File: src/rtl/pipe_hazard_ctrl_pkg.sv
`default_nettype none
// ----------------------------------------------------------------------------
// pipe_hazard_ctrl_pkg : shared widths and mul/div sequencer state encodings
// Rev 1.0
// ----------------------------------------------------------------------------
package pipe_hazard_ctrl_pkg;

  localparam int RegAddrWidth = 5;

  typedef enum logic [1:0] {
    MD_IDLE = 2'd0,
    MD_BUSY = 2'd1,
    MD_DONE = 2'd2
  } md_state_e;

endpackage
`default_nettype wire

File: src/rtl/pipe_hazard_ctrl_hazard_detect.sv
`default_nettype none
// ----------------------------------------------------------------------------
// pipe_hazard_ctrl_hazard_detect : load-use comparator between ID and EX
// Rev 1.0
// ----------------------------------------------------------------------------
module pipe_hazard_ctrl_hazard_detect
  import pipe_hazard_ctrl_pkg::*;
#(
  parameter int RegAddrW = RegAddrWidth
) (
  input  logic [RegAddrW-1:0] id_rs_addr,
  input  logic [RegAddrW-1:0] id_rt_addr,
  input  logic                id_uses_rs,
  input  logic                id_uses_rt,
  input  logic                ex_ReadMem,
  input  logic                ex_WriteReg,
  input  logic [RegAddrW-1:0] ex_dest,
  output logic                o_luh
);

  logic w_rs_hit;
  logic w_rt_hit;

  assign w_rs_hit = id_uses_rs && (id_rs_addr == ex_dest);
  assign w_rt_hit = id_uses_rt && (id_rt_addr == ex_dest);
  // $zero is never a real producer, so a load targeting it cannot hazard
  assign o_luh    = ex_ReadMem && ex_WriteReg && (ex_dest != '0) && (w_rs_hit || w_rt_hit);

endmodule
`default_nettype wire

File: src/rtl/pipe_hazard_ctrl.sv
`default_nettype none
// ----------------------------------------------------------------------------
// pipe_hazard_ctrl : pipeline stall/flush sequencing and mul/div hold control
// Rev 1.0
// ----------------------------------------------------------------------------
module pipe_hazard_ctrl
  import pipe_hazard_ctrl_pkg::*;
#(
  parameter int RegAddrW  = RegAddrWidth,
  parameter int MD_CYCLES = 32,
  parameter int MD_CW     = 6,
  parameter int STALL_CW  = 16
) (
  input  logic                clk,
  input  logic                rst,
  input  logic [RegAddrW-1:0] id_rs_addr,
  input  logic [RegAddrW-1:0] id_rt_addr,
  input  logic                id_uses_rs,
  input  logic                id_uses_rt,
  input  logic                id_muldiv,
  input  logic                ex_ReadMem,
  input  logic                ex_WriteReg,
  input  logic [RegAddrW-1:0] ex_dest,
  input  logic                br_taken,
  input  logic                mem_stall,
  output logic                pc_we,
  output logic                ifid_we,
  output logic                ifid_flush,
  output logic                idex_bubble,
  output logic                exmem_we,
  output logic                md_start,
  output logic                md_busy,
  output logic [STALL_CW-1:0] stall_cnt
);

  md_state_e         r_state;
  md_state_e         w_state_nxt;
  logic [MD_CW-1:0]  r_md_cnt;
  logic [MD_CW-1:0]  w_md_cnt_nxt;
  logic [STALL_CW-1:0] r_stall_cnt;
  logic              w_luh;

  pipe_hazard_ctrl_hazard_detect #(
    .RegAddrW (RegAddrW)
  ) u_hazard_detect (
    .id_rs_addr  (id_rs_addr),
    .id_rt_addr  (id_rt_addr),
    .id_uses_rs  (id_uses_rs),
    .id_uses_rt  (id_uses_rt),
    .ex_ReadMem  (ex_ReadMem),
    .ex_WriteReg (ex_WriteReg),
    .ex_dest     (ex_dest),
    .o_luh       (w_luh)
  );

  always_ff @(posedge clk or negedge rst) begin
    if (!rst) begin
      r_state     <= MD_IDLE;
      r_md_cnt    <= '0;
      r_stall_cnt <= '0;
    end else begin
      r_state  <= w_state_nxt;
      r_md_cnt <= w_md_cnt_nxt;
      if (!pc_we && (r_stall_cnt != '1)) begin
        r_stall_cnt <= r_stall_cnt + 1'b1;
      end
    end
  end

  always_comb begin
    pc_we        = 1'b0;
    ifid_we      = 1'b0;
    ifid_flush   = 1'b0;
    idex_bubble  = 1'b0;
    exmem_we     = 1'b0;
    md_start     = 1'b0;
    md_busy      = 1'b0;
    w_state_nxt  = r_state;
    w_md_cnt_nxt = r_md_cnt;

    if (rst) begin
      md_busy = (r_state == MD_BUSY);
      if (mem_stall) begin
        pc_we = 1'b0;
      end else if (br_taken) begin
        pc_we       = 1'b1;
        ifid_we     = 1'b1;
        exmem_we    = 1'b1;
        ifid_flush  = 1'b1;
        idex_bubble = 1'b1;
      end else if (w_luh && (r_state != MD_DONE)) begin
        idex_bubble = 1'b1;
        exmem_we    = 1'b1;
      end else if ((r_state == MD_IDLE) && id_muldiv) begin
        md_start    = 1'b1;
        idex_bubble = 1'b1;
        exmem_we    = 1'b1;
      end else if (r_state == MD_BUSY) begin
        idex_bubble = 1'b1;
        exmem_we    = 1'b1;
      end else begin
        pc_we    = 1'b1;
        ifid_we  = 1'b1;
        exmem_we = 1'b1;
      end

      // The mul/div unit keeps counting through memory waits; a taken branch
      // aborts it even when the stall masks the flush this cycle.
      case (r_state)
        MD_IDLE: begin
          if (md_start) begin
            w_state_nxt  = MD_BUSY;
            w_md_cnt_nxt = MD_CW'(MD_CYCLES - 2);
          end
        end
        MD_BUSY: begin
          if (br_taken) begin
            w_state_nxt = MD_IDLE;
          end else if (r_md_cnt == '0) begin
            w_state_nxt = MD_DONE;
          end else begin
            w_md_cnt_nxt = r_md_cnt - 1'b1;
          end
        end
        MD_DONE: begin
          if (br_taken || !mem_stall) begin
            w_state_nxt = MD_IDLE;
          end
        end
        default: w_state_nxt = MD_IDLE;
      endcase
    end
  end

  assign stall_cnt = rst ? r_stall_cnt : '0;

endmodule
`default_nettype wire

File: config.mk
export PLATFORM = sky130hd
export DESIGN_NAME = pipe_hazard_ctrl
export DESIGN_NICKNAME = d
export VERILOG_FILES = /design/src/rtl/pipe_hazard_ctrl_pkg.sv /design/src/rtl/pipe_hazard_ctrl_hazard_detect.sv /design/src/rtl/pipe_hazard_ctrl.sv
export SDC_FILE = /design/constraint.sdc
export NUM_CORES = 1
export LEC_CHECK = 0
export CORE_ASPECT_RATIO = 0.6
export CORE_MARGIN = 2
export CORE_UTILIZATION = 47
export CTS_CLUSTER_SIZE = 24
export DETAILED_ROUTE_END_ITERATION = 8
export PLACE_DENSITY = 0.86
export SETUP_SLACK_MARGIN = 0.2
export SLEW_MARGIN = 20
export SYNTH_ARGS = -nofsm -noshare
export SYNTH_HDL_FRONTEND = slang
export SYNTH_SLANG_ARGS = --single-unit
File: constraint.sdc
create_clock -name clk -period 3.16 [get_ports clk]
set_input_delay 0.948 -clock clk [delete_from_list [all_inputs] [get_ports clk]]
set_output_delay 0.948 -clock clk [all_outputs]
set_load 0.1 [all_outputs]
==> impl_results.md, run 1 <==
* Status: finished, violations left
* Failing checks: negative setup slack
* Initial DRC Count at 120
* Cell Count, Final, Fillers Out at 277
* Pleak at 0.00116 uW
* Yosys reg bits at 24
* Worst slew pin tran at 0.606 ns
* Worst EP required at 2.21 ns
* Fin Clk Skew at 0.00953 ns
* Port Buf Inserts at 46
* CP endpoint kind: output pin
* Die Ht at 48.3 um
* Initial antenna violation count at 0
* Largest net degree at the start of global routing at 19
* Placed cell areas at 2460 um^2
* Via Count at 1563
* Initial Util at 0.483
* Worst-case reg-to-reg path depth at 6
* IO Pins at 47
* Drt pass-1 iters at 5
* Post-place setup slack at -0.663 ns
* Final setup viols at 4
* Grt peak-use layer: met2
* Skew-Pair Late Insertion Delay at 0.27 ns
* H-tree depth at 1
* Placeable Area at 3180 um^2
* Met3 usage at 0.0541
* Synthesis-to-layout area growth at 69.2%
* Grt met1 use at 0.324
* Max Slew Vio Count at 0
* Clk pin slew, worst setup/hold paths at 0.08 ns
* Rel. slew slack at 0.595
* Max cap viols at 0
* Synth Instances at 160
* Synthesized Nets at 187
* Hold path depth at 1
* Final Util at 0.818
* Worst setup SP type: input port
* Setup TNS at -0.902 ns
* Post-route ant nets at 0
* Routed vias/inst at 5.64
* Arrival @ worst endpoint at 2.46 ns
* Worst Hold Class: flip-flop to flip-flop
* Crit Path Class: input port to output pin
* GR Util met2 at 0.481
* Clock root buffer: clkbuf_8
* EDFF count, synth at 0
* Final WS setup at -0.247 ns
* GPL Wtd Cong at 0.847
* DR WL/cell at 18.1 um
* Fill count at 178
* Commonest non-fill, non-tap cell in the layout: buf_12
* Max rail drop VDD at 0.000560 V
* Ys async rst share at 1.00
* Distinct cells, synth at 47
* Syn Area/Cell at 9.61 um^2
* Power Dens Cells at 515 nW/um^2
* N_diodes at 0
* Sequential area share after synthesis at 0.391
* Crit share post-route at 1.08
* Yosys warnings at 0
* Vias in the first global route at 1718
* First-pass GRT wire length at 8000 um
* Clock Path Buffers at 2
* Most frequent cells in the layout: 25 x buf_12, 24 x dfrtp_1, 21 x buf_4
* Die area at 3760 um^2
* Ys flop type: dfrtp_1
* Final WL at 5010 um
* Total CTS buffers at 3
* Clk sinks at 24
* GRT overflow at 0
* CTS tree: done
* Total track usage at 0.267
* Dpl hpwl at 3380 um
* Min cycle time layout at 3.41 ns
* Hold Fails Final Rpt at 0
* RSZ-0062 raised after global routing: yes
* Placed Instances at 263
* CP max FO at 4
* Layout cell share with drive strength beyond 1 at 0.418
* Final net count at 260
* Fmax at 294 MHz
* Cell row count at 16
* DRC viols at 0
* Die Width at 77.8 um
* Mapped Area at 1540 um^2
* Fin area at 2600 um^2
## flip-flops by register name (all words and copies together) (netlist names)
register,flops
r_stall_cnt,16
r_md_cnt,6
r_state,2
## cell usage after synthesis, drive strengths merged, types with 2 or more instances
library cell | instances | area (um^2)
nand3 | 6 | 30.0
nand2 | 7 | 28.8
inv | 7 | 26.3
o21ai | 2 | 10.0
nor3 | 2 | 10.0
nor4 | 2 | 18.8
nor2 | 9 | 33.8
dfrtp | 24 | 601
o2111ai | 2 | 17.5
ha | 3 | 37.5
clkbuf | 2 | 7.51
buf | 3 | 30.0
a31oi | 2 | 12.5
a21o | 3 | 22.5
a21oi | 4 | 20.0
nand4 | 8 | 50.1
and2 | 19 | 119
xor2 | 9 | 78.8
nor3b | 2 | 26.3
nor2b | 2 | 12.5
and3 | 7 | 45.1
o31ai | 2 | 15.0
xnor2 | 15 | 131
## layer usage
metal	routed length (um)	vias to the layer above
li1	-	706
met1	1980	751
met2	2440	94
met3	477	12
met4	110	0
met5	0	-
## area by class of cell
cell class / count / area [um^2] / area share
Sequential cell: 24 / 601 / 0.231
Tap cell: 45 / 56.3 / 0.0216
Inverter: 7 / 26.3 / 0.0101
Clock buffer: 4 / 55.1 / 0.0212
Multi-Input combinational cell: 124 / 970 / 0.373
Timing Repair Buffer: 73 / 895 / 0.344
## timing repair
item                       in CTS  in global routing
setup endpoints to repair      22                  6
hold buffers                    0                  0
resized for setup              59                 11
buffers inserted                7                  3
pin swaps                      16                 11
## path summary, 6_finish.rpt
path                                     start        endpoint  slack, ns
max in group asynchronous                  rst     r_md_cnt[1]       2.00
worst max register to register     r_md_cnt[3]     r_md_cnt[4]       0.80
worst min register to register  r_stall_cnt[5]  r_stall_cnt[5]       0.50
worst min-delay path            r_stall_cnt[5]  r_stall_cnt[5]       0.50
worst max-delay path                ex_dest[1]     idex_bubble      -0.25
min in group asynchronous                  rst      r_state[1]       0.73
## through the flow
step	total power, uW	hold slack [ns]
CTS	1330	0.496
global placement	1090	0.475
detailed placement	1120	0.480
floorplan	858	0.451
finish	1340	0.496
global route	1410	0.533
## power by group
group | switching (uW) | internal [uW]
combinational | 392 | 274
clock | 99.2 | 111
sequential | 84.9 | 379
## critical path, cell delays in order
cell and delay (ns):
buf_6 0.10, xor2_2 0.17, nor4_2 0.25, a32oi_1 0.16, or2_4 0.31, buf_6 0.13, a31oi_4 0.18, buf_12 0.20
## cells by family (layout without fill, tap and decap cells)
logic type | count (synthesis) | after routing | share of synthesized area
buffers and inverters | 12 | 84 | 0.0415
AOI/OAI and AO/OA | 21 | 21 | 0.0960
muxes | 2 | 2 | 0.0138
and+or+nand+nor | 74 | 74 | 0.297
xor gates and xnor gates | 24 | 24 | 0.137
adders and majority gates | 3 | 3 | 0.0244
DFF | 24 | 24 | 0.391
(Power assumes the default switching activity.)
==> run 2, diff against run 1 <==
Settings changed: CORE_ASPECT_RATIO 0.6 to 0.7.
==> run 2 against run 1 <==
Effect of this change:
- the flow still finishes with violations (negative setup slack)
- final area down 1.8%
- worst setup slack worse by 0.022 ns
- sequential share of layout area up 0.42 points
==> impl_results.md, run 2 (synthesis results as in run 1) <==
* Status: finished, violations left (unchanged)
* Failing checks: negative setup slack (unchanged)
* Final WL at 4840 um (was 5010 um)
* Crit Path Class: input port to output pin (unchanged)
* Worst Hold Class: flip-flop to flip-flop (unchanged)
* Max cap viols at 0 (unchanged)
* Number of flip-flops in the largest register at 16 (unchanged)
* Pleak at 0.00116 uW (about the same)
* Max Slew Vio Count at 0 (unchanged)
* Final net count at 256 (was 260)
* Commonest non-fill, non-tap cell in the layout: dfrtp_1 (was buf_12)
* Max rail drop VDD at 0.000519 V (was 0.000560 V)
* Final WS setup at -0.269 ns (was -0.247 ns)
* Via Count at 1547 (was 1563)
* Placeable Area at 3130 um^2 (was 3180 um^2)
* Min cycle time layout at 3.43 ns (was 3.41 ns)
* Die Width at 72.4 um (was 77.8 um)
* Rel. slew slack at 0.576 (was 0.595)
* CP endpoint kind: output pin (unchanged)
* Clock root buffer: clkbuf_8 (unchanged)
* GPL Wtd Cong at 0.858 (was 0.847)
* H-tree depth at 1 (unchanged)
* Routed vias/inst at 5.82 (was 5.64)
* Final Total Pwr at 1330 uW (was 1340 uW)
* Worst setup SP type: input port (unchanged)
* Hold Fails Final Rpt at 0 (unchanged)
* Worst slew pin tran at 0.634 ns (was 0.606 ns)
* Port Buf Inserts at 46 (unchanged)
* Arrival @ worst endpoint at 2.48 ns (was 2.46 ns)
* Drt pass-1 iters at 4 (was 5)
* Fill count at 187 (was 178)
* RSZ-0062 raised after global routing: yes (unchanged)
* DR WL/cell at 18.2 um (was 18.1 um)
* Vias in the first global route at 1681 (was 1718)
* Switch share at 0.429 (was 0.430)
* Worst EP required at 2.21 ns (about the same)
* Sequential Power Share at 0.346 (about the same)
* CP max FO at 4 (unchanged)
* Layout cell share with drive strength beyond 1 at 0.395 (was 0.418)
* Die Ht at 51.9 um (was 48.3 um)
* Sw Pwr at 572 uW (was 576 uW)
* Combinational share of power at 0.495 (was 0.497)
* Cell row count at 17 (was 16)
* Largest regs: r_stall_cnt (16), r_md_cnt (6), r_state (2) (unchanged)
* Hold slack at 0.500 ns (was 0.496 ns)
* IO Pins at 47 (unchanged)
* Clock Path Buffers at 2 (unchanged)
* Biggest register: r_stall_cnt (unchanged)
* Power Dens Cells at 522 nW/um^2 (was 515 nW/um^2)
* Largest net degree at the start of global routing at 14 (was 19)
* Internal at 762 uW (was 764 uW)
* Worst-case reg-to-reg path depth at 6 (unchanged)
* Clk pin slew, worst setup/hold paths at 0.09 ns (was 0.08 ns)
* Fmax at 292 MHz (was 294 MHz)
* CTS tree: done (unchanged)
* Skew-Pair Late Insertion Delay at 0.28 ns (was 0.27 ns)
* Fin Clk Skew at 0.00724 ns (was 0.00953 ns)
* Dpl hpwl at 3310 um (was 3380 um)
* Number of hold buffers added after cts at 0 (unchanged)
* Initial DRC Count at 66 (was 120)
* Final setup viols at 4 (unchanged)
* DRC viols at 0 (unchanged)
* Hold path depth at 1 (unchanged)
* Die area at 3750 um^2 (was 3760 um^2)
* First-pass GRT wire length at 7560 um (was 8000 um)
* GRT overflow at 0 (unchanged)
* Initial antenna violation count at 0 (unchanged)
* Initial Util at 0.492 (was 0.483)
* N_diodes at 0 (unchanged)
* Most frequent cells in the layout: 24 x dfrtp_1, 23 x buf_12, 20 x buf_4 (was 25 x buf_12, 24 x dfrtp_1, 21 x buf_4)
* Synthesis-to-layout area growth at 66.2% (was 69.2%)
* Total track usage at 0.265 (was 0.267)
* Crit share post-route at 1.08 (about the same)
* Clk sinks at 24 (unchanged)
* Total CTS buffers at 3 (unchanged)
* Post-route ant nets at 0 (unchanged)
* Clock share of power at 0.160 (was 0.157)
[run 2: path summary, 6_finish.rpt]
check / startpoint / endpoint / slack (ns)
worst min register to register: r_stall_cnt[15] / r_stall_cnt[15] / 0.50
max in group asynchronous: rst / r_md_cnt[0] / 1.87
worst max-delay path: ex_dest[1] / md_start / -0.27
min in group asynchronous: rst / r_stall_cnt[7] / 0.97
worst max register to register: r_md_cnt[3] / r_md_cnt[4] / 0.77
worst min-delay path: r_stall_cnt[15] / r_stall_cnt[15] / 0.50
[run 2: critical path, cell delays in order]
cell	delay (ns)
buf_8	0.10
or4_4	0.52
o2111ai_2	0.21
or2_4	0.21
nor3b_4	0.28
buf_12	0.21
[run 2: routing by layer]
metal	global-route usage	part of all wire	vias up
li1	-	-	703
met1	0.297	0.39	738
met2	0.448	0.49	84
met3	0.0814	0.081	22
met4	0.157	0.044	0
met5	0	0	-
[run 2: what timing repair did]
| action | in CTS | in global routing |
|---|---|---|
| setup buffers | 0 | 2 |
| cloned | 1 | 0 |
| endpoints found under the setup margin | 28 | 5 |
| gates resized for setup | 53 | 13 |
| pin swaps | 15 | 15 |
[run 2: power by group through the flow]
| stage | clock (uW) | combinational (uW) | sequential [uW] |
|---|---|---|---|
| final | 213 | 660 | 461 |
| after global routing | 226 | 697 | 472 |
| after CTS | 212 | 659 | 459 |
| after detailed placement | 0 | 651 | 463 |
| after global placement | 0 | 633 | 456 |
| after floorplan | 0 | 418 | 440 |
[run 2: final cells by class]
| class | instances | area [um^2] | share of cell area |
|---|---|---|---|
| multi-input cells | 124 | 952 | 0.372 |
| repair buffers | 69 | 875 | 0.342 |
| flip-flops and latches | 24 | 601 | 0.235 |
| clock buffers | 4 | 55.1 | 0.0215 |
| well taps | 38 | 47.5 | 0.0186 |
| inverters | 7 | 26.3 | 0.0103 |
[run 2: metrics by stage]
stage	setup TNS [ns]	instances	cell area, um^2	util	setup slack (ns)
global placement	-2.39	259	2450	0.783	-0.620
detailed placement	-3.42	259	2450	0.783	-0.705
CTS	-0.867	264	2540	0.814	-0.234
finish	-0.870	266	2560	0.818	-0.269
floorplan	-2.39	160	1610	-	-0.587
global route	-1.10	266	2560	0.818	-0.322
